[config.mk]
export PLATFORM = sky130hd
export DESIGN_NAME = pts_wrapper
export DESIGN_NICKNAME = d
export VERILOG_FILES = /design/src/rtl/fft_pkg.sv /design/src/rtl/pts_shift_reg.sv /design/src/rtl/pts_wrapper.sv
export SDC_FILE = /design/constraint.sdc
export NUM_CORES = 2
export LEC_CHECK = 0
export BUFFER_PORTS_ARGS = -buffer_cell sky130_fd_sc_hd__buf_2
export CAP_MARGIN = 20
export CORE_MARGIN = 8
export CORE_UTILIZATION = 30
export DETAILED_ROUTE_END_ITERATION = 10
export GPL_TIMING_DRIVEN = 0
export HOLD_SLACK_MARGIN = 0.06
export PLACE_DENSITY = 0.6
export SLEW_MARGIN = 0
export SYNTH_ARGS = -nofsm -noshare
export SYNTH_HDL_FRONTEND = slang
export SYNTH_SLANG_ARGS = --single-unit
[constraint.sdc]
create_clock -name clk -period 4.15 [get_ports clk]
set_input_delay 0.6225 -clock clk [delete_from_list [all_inputs] [get_ports clk]]
set_output_delay 0.6225 -clock clk [all_outputs]
set_load 0.02 [all_outputs]
[src/rtl/fft_pkg.sv]
// Shared constants and types for the FFT frame parallel-to-serial path.
package fft_pkg;

  localparam int NUM_WORDS = 48;
  localparam int WORD_W    = 16;
  localparam int IDX_W     = 6;

  // Index of the final word of a frame.
  localparam logic [IDX_W-1:0] LAST_IDX = IDX_W'(NUM_WORDS - 1);

  typedef logic [NUM_WORDS-1:0][WORD_W-1:0] frame_t;

  typedef enum logic {
    IDLE  = 1'b0,
    SHIFT = 1'b1
  } pts_state_e;

endpackage

[src/rtl/pts_shift_reg.sv]
// 48-word frame buffer: parallel load, shifts one word toward index 0 per
// enable, so the word currently being presented is always at index 0.
module pts_shift_reg
  import fft_pkg::*;
(
  input  logic              clk,
  input  logic              n_rst,
  input  logic              load_i,
  input  logic              shift_i,
  input  frame_t            data_i,
  output logic [WORD_W-1:0] word_o
);

  frame_t buf_q;

  // Load takes priority; a shift fills the top slot with zero so a drained
  // buffer holds no stale frame data.
  always_ff @(posedge clk or negedge n_rst) begin
    if (!n_rst) begin
      buf_q <= '0;
    end else if (load_i) begin
      buf_q <= data_i;
    end else if (shift_i) begin
      buf_q <= {WORD_W'(0), buf_q[NUM_WORDS-1:1]};
    end
  end

  assign word_o = buf_q[0];

endmodule

[src/rtl/pts_wrapper.sv]
// Parallel-to-serial wrapper: captures a 48-word FFT frame and hands it out
// one word per consumer strobe, pulsing done after the last word is taken.
module pts_wrapper
  import fft_pkg::*;
(
  input  logic              clk,
  input  logic              n_rst,
  input  logic              load,
  input  frame_t            data_par,
  input  logic              shift_strobe,
  output logic [WORD_W-1:0] serial_out,
  output logic              serial_valid,
  output logic              busy,
  output logic              done,
  output logic [IDX_W-1:0]  word_idx
);

  pts_state_e        state_q, state_d;
  logic [IDX_W-1:0]  idx_q, idx_d;
  logic              done_q, done_d;
  logic              buf_load;
  logic              buf_shift;
  logic [WORD_W-1:0] buf_word;

  pts_shift_reg u_buf (
    .clk     (clk),
    .n_rst   (n_rst),
    .load_i  (buf_load),
    .shift_i (buf_shift),
    .data_i  (data_par),
    .word_o  (buf_word)
  );

  // State, word counter and done pulse registers.
  always_ff @(posedge clk or negedge n_rst) begin
    if (!n_rst) begin
      state_q <= IDLE;
      idx_q   <= '0;
      done_q  <= 1'b0;
    end else begin
      state_q <= state_d;
      idx_q   <= idx_d;
      done_q  <= done_d;
    end
  end

  // Next-state logic; load is only looked at in IDLE, so a load during a
  // frame (even alongside the final strobe) cannot disturb the buffer.
  always_comb begin
    state_d   = state_q;
    idx_d     = idx_q;
    done_d    = 1'b0;
    buf_load  = 1'b0;
    buf_shift = 1'b0;
    case (state_q)
      IDLE: begin
        if (load) begin
          buf_load = 1'b1;
          idx_d    = '0;
          state_d  = SHIFT;
        end
      end
      SHIFT: begin
        if (shift_strobe) begin
          buf_shift = 1'b1;
          if (idx_q == LAST_IDX) begin
            state_d = IDLE;
            idx_d   = '0;
            done_d  = 1'b1;
          end else begin
            idx_d = idx_q + 1'b1;
          end
        end
      end
      default: begin
        state_d = IDLE;
        idx_d   = '0;
      end
    endcase
  end

  assign busy         = (state_q == SHIFT);
  assign serial_valid = busy;
  assign serial_out   = busy ? buf_word : '0;
  assign word_idx     = idx_q;
  assign done         = done_q;

endmodule
After elaboration in Yosys (flattened, before gate mapping):

Index checks and enable logic that the tools add are counted.

* bitwise gates (word level): 1
* multiply operators: 0
* add/subtract/negate cells: 1
* shift operators: 0
* equality and inequality tests: 3
* div/mod/pow operators: 0
* reductions and logical operators: 2
* mux-type cells: 17
* $lt $le $gt $ge: 0

Operators with widths (number)
* two-way mux 768 bit: 2
* two-way mux 6 bit: 3
* two-way mux 16 bit: 1
* one-hot mux 6 bit (2 select lines): 1
* two-way mux 1 bit: 9
* adder 6 x 1 -> 6 bit, second input constant: 1
* == test 6 bit, second input constant: 1
* != test 2 bit, second input constant: 2
* one-hot mux 1 bit (2 select lines): 1
* AND reduction 2 bit: 1
* nonzero test 2 bit: 1
* NOT 1 bit: 1

* ROM bits: 0
* bits in writable memories: 0
* word-level logic and storage cells: 75
* output and inout port bits: 25
* bits in registers: 776
* latch bits: 0
* memories: 0
* input port bits: 772

Depth between registers and ports, before layout:

* depth after elaboration: 4
* depth in mapped cells: 7
* depth with buffers taken out: 4

Cells and area by module:

Synthesis repeated with hierarchy kept, for this count alone.

* cell total of the unflattened synthesis: 3404
* area, all modules: 36075.8 um2

By module, submodules not included
* pts_shift_reg: seq. area each 19218.4 um2, instances 1, area an instance 35556.6 um2, cells an instance 3345
* pts_wrapper: seq. area each 200.2 um2, instances 1, area an instance 519.2 um2, cells an instance 59

Least setup slack after synthesis:

Ideal clock, no wire load.

* path type: register to output
* from: register state_q (netlist: busy)
* to: output port serial_out[10]
* arrival time: 1243 ps
* stages on the path, launching flop included: 4
* path buffers: 2
* path slack: 2284 ps
* required time: 3527 ps
* cells stage by stage: dfrtp_1 clkbuf_1 clkbuf_1 and2_1

* word-level cells in the longest chain between the ends: 1

RTL lines
* from (decl): RTL line pts_wrapper.sv:18 `pts_state_e state_q, state_d;`
* from (signal assigned): RTL line pts_wrapper.sv:41 `state_q <= state_d;`
* two-way mux 16 bit: RTL line pts_wrapper.sv:84 `assign serial_out = busy ? buf_word : '0;`
* to (decl): RTL line pts_wrapper.sv:11 `output logic [WORD_W-1:0] serial_out,`

Every way passes these cells.

Worst setup path after layout:

* from: register state_q (netlist: busy)
* to: output port serial_out[6]

Same word-level chain as after synthesis.

==> out/results.txt <==
Clock latency on the worst-skew pair, taken at its later pin, is 650 ps. The floorplan row count came out at 124. The library cell used most frequently in the layout, excluding fill and tap cells, is sky130_fd_sc_hd__nand2_1. Setup violations remaining at the end of the flow were counted as 0. Most frequently used flop master after synthesis: sky130_fd_sc_hd__dfrtp_1. After legalization and detailed placement, the total HPWL measured 115000 um. Initial cell density of the core: 30.3%. Transition time at the pin with the least slew margin: 722 ps. The count of buffers added on input and output ports is 796. Summed over all layers, the global routing overflow is 0.

The run gives 20.3 nW as the leakage power figure. The cell that appears most often on the critical path is sky130_fd_sc_hd__clkbuf_1. Number of cells on the worst reg-to-reg path: 5. Largest area contributor in the netlist: sky130_fd_sc_hd__dfrtp_1. The flow ran to the end, and the final reports show no timing, DRC or antenna violations. The register clock-pin slew on the reported worst setup and hold paths was 60 ps; the final period utilization was 76.8%. For the final database, setup skew stands at 28.1 ps. The total count of hold-check failures in the final report is 0. For flop-to-flop paths, the worst setup slack is 1240 ps. The worst-case IR drop observed on VDD is 261 uV. Number of nets still failing antenna checks after routing: 0. The overall power was 20.3 mW; the number of nets in the synthesized netlist was 4997. The die height was 356 um; the arrival time of data at the critical path endpoint was 2560 ps.

In this run, CTS created clock tree buffers numbering 89. The total count of max-transition violations in the final report was 0; the worst stage delay on the critical path was 610 ps. The tools report the cell area after layout as 43600 um2. Synthesis instantiated 28 different standard cells from the library.

The library cells used most frequently in the layout, excluding fill and tap cells, are 1541 x sky130_fd_sc_hd__nand2_1, 930 x sky130_fd_sc_hd__buf_2, 776 x sky130_fd_sc_hd__dfrtp_1, 754 x sky130_fd_sc_hd__nor2_1, 752 x sky130_fd_sc_hd__a31oi_1. Clock root buffer: sky130_fd_sc_hd__clkbuf_16. Path class of the lowest-slack min-delay path: in2reg. The run gives 5893 as the net count reported at finish.

The run gives 126000 um2 as the die area. For the via count of the first global-routing pass, the log shows 34500. Initial antenna violation count: 55.

The number of flops mapped to enable cells by yosys works out to 0. Setup repair after global routing left no endpoint under its margin. TritonCTS built the clock tree. The tool flagged a number of max-cap violations equal to 0. Worst-case setup slack after placement: 908 ps. Headroom to the max-slew limit came out at 51.9%. The maximum fanout along the worst path came out at 10. Traced cell by cell, the critical path runs through clkbuf_1, buf_16, clkbuf_1, and2_1, buf_2. The number of cells on the critical path is 5. From left edge to right edge, the die measures 356 um. The synthesized area divided by synthesized cell count is 8.19 um2, and the floorplan core area is 114000 um2.

For the post-detailed-route DRC marker count, the log shows 0. The worst setup path startpoint is busy. Of the cells placed in the final design, the portion with a size suffix greater than 1 is 21.0%. For the finished layout, the period the worst path requires is 3190 ps. For the maximum number of pins on one net before global-route repair, the log shows 118.

Buffering stage count on the worst path with inverters included: 4. For the first-pass GRT wire length, the log shows 216000 um. The number of standard cells after synthesis is 4224, and the number of synthesis warnings is 0.

The number of storage elements in the synthesis netlist is 776. Routability-driven placement finished with a final weighted congestion of 0.920. The count of boundary I/O pins was 797.

The worst setup path is launched from a flip-flop. The area growth from synthesis to layout is 26.1%. The clock tree synthesis step divided the H-tree into 3 levels. The wire length per cell after detailed routing is 21.6 um, and the clock sink total is 776. Across all setup checks in the final design, the least slack found is 964 ps. Capture point of the worst reg-to-reg path: u_buf.buf_q[186]. The detailed-routing iteration count for the pre-antenna-repair pass was 6.

Grouping stages by cell kind, the critical path spends the most delay in buffers and inverters. After the first detailed-routing iteration, the DRC count stood at 3062. Hold is met by 193 ps. The mean number of vias per cell is 5.05, and the area share of the largest cell type after synthesis is 56.1%.

The slowest stage cell on the critical path is sky130_fd_sc_hd__dfrtp_1. Timing would allow up to 314 MHz. The cell area after technology mapping was 34600 um2; the required time of the critical path was 3530 ps. The capture point of the critical path was serial_out[6]. Summing all placed instances gives a cell area of 40700 um2. The worst setup path is of the reg2out kind. Category of the worst setup path capture point: a primary output.

The total via count in the routed design was 33900. The clock passes through at most 3 buffers. Of the synthesized area, sequential elements account for 56.1%. Wires add up to 145000 um. In the post-synthesis netlist, the biggest area contributors are sky130_fd_sc_hd__dfrtp_1 56%, sky130_fd_sc_hd__nand2_1 17%, sky130_fd_sc_hd__a31oi_1 14%, sky130_fd_sc_hd__nor2_1 8.2%, sky130_fd_sc_hd__buf_2 2.0%. Buffers added to address setup during post-CTS repair amount to 0.

The power density normalized to cell area is 466 nW/um2, and the async set or reset register ratio after synthesis is 100%. The logs give 0 ps for the final-layout setup total negative slack and 22.0% for the overall track demand over capacity in global routing. The worst register-to-register path begins at busy.
==> metrics by stage <==
stage / utilization [%] / std cells
after global routing: 38.1 / 6708
after floorplan: - / 4224
after CTS: 38.1 / 6701
final: 38.2 / 6715
after global placement: 35.4 / 6532
after detailed placement: 35.6 / 6540
==> how the worst min path moves through the flow <==
stage	start	end	cells after the start
after global placement	u_buf.buf_q[757]	u_buf.buf_q[757]	2
after detailed placement	u_buf.buf_q[755]	u_buf.buf_q[755]	2
after floorplan	n_rst	busy	0
final	data_par[758]	u_buf.buf_q[758]	3
after CTS	data_par[758]	u_buf.buf_q[758]	3
after global routing	data_par[758]	u_buf.buf_q[758]	3
==> cells by family after synthesis <==
kind of cell | after synthesis | share of synthesized area [%]
multiplexers | 1 | 0.0289
adder cells (fa/ha/maj) | 1 | 0.0362
XOR/XNOR | 1 | 0.0253
AND/OR/NAND/NOR | 2324 | 25.4
buffers and inverters | 344 | 4.35
flip-flops | 776 | 56.1
AO/OA/AOI/OAI | 777 | 14.0
==> Yosys cell counts, drive strengths merged, types with 2 or more instances <==
master	n
o21ai	2
dfrtp	776
nand3	5
clkbuf	165
a21oi	17
and2	17
nand2b	2
nor2	754
a31oi	752
nand2	1541
buf	178
==> layer usage <==
metal | vias up | GRT usage (%) | part of all wire, %
li1 | 15900 | - | -
met1 | 16400 | 29.2 | 43
met2 | 1338 | 35.7 | 47
met3 | 235 | 5.86 | 8.3
met4 | 32 | 5.24 | 2.3
met5 | - | 0 | 0.13
==> what timing repair did <==
| item | 4_1_cts | 5_1_grt |
|---|---|---|
| hold endpoints to repair | 87 | 0 |
| resized for setup | 0 | 0 |
| hold buffers | 1 | 0 |
==> worst reg2reg max path: stages (launching register included) <==
cell                       delay [ps]
sky130_fd_sc_hd__dfrtp_1          540
sky130_fd_sc_hd__nand2_1          430
sky130_fd_sc_hd__buf_2            570
sky130_fd_sc_hd__buf_2            440
sky130_fd_sc_hd__clkbuf_1         610
sky130_fd_sc_hd__a31oi_1          170
==> power by group <==
group / switching (mW) / internal (mW) / total (mW)
Sequential: 0.838 / 8.86 / 9.70
Clock: 3.31 / 4.45 / 7.76
Combinational: 1.65 / 1.23 / 2.89
Total: 5.80 / 14.5 / 20.3
==> sequential cells by signal (all words and copies together), names as in the netlist <==
name          count
u_buf.buf_q     752
u_buf.word_o     16
word_idx          6
busy              1
done              1
==> area by class of cell <==
cell class	count	area, um2
diodes	14	35.0
plain buffers	343	1500
clock buffers	132	2620
clock inverters	28	259
fillers	11900	70700
inverters	1	3.75
multi-input cells	3104	13700
flip-flops and latches	776	19400
well taps	1512	1890
repair buffers	805	4220
No activity file was read; power rests on OpenSTA's default activity.
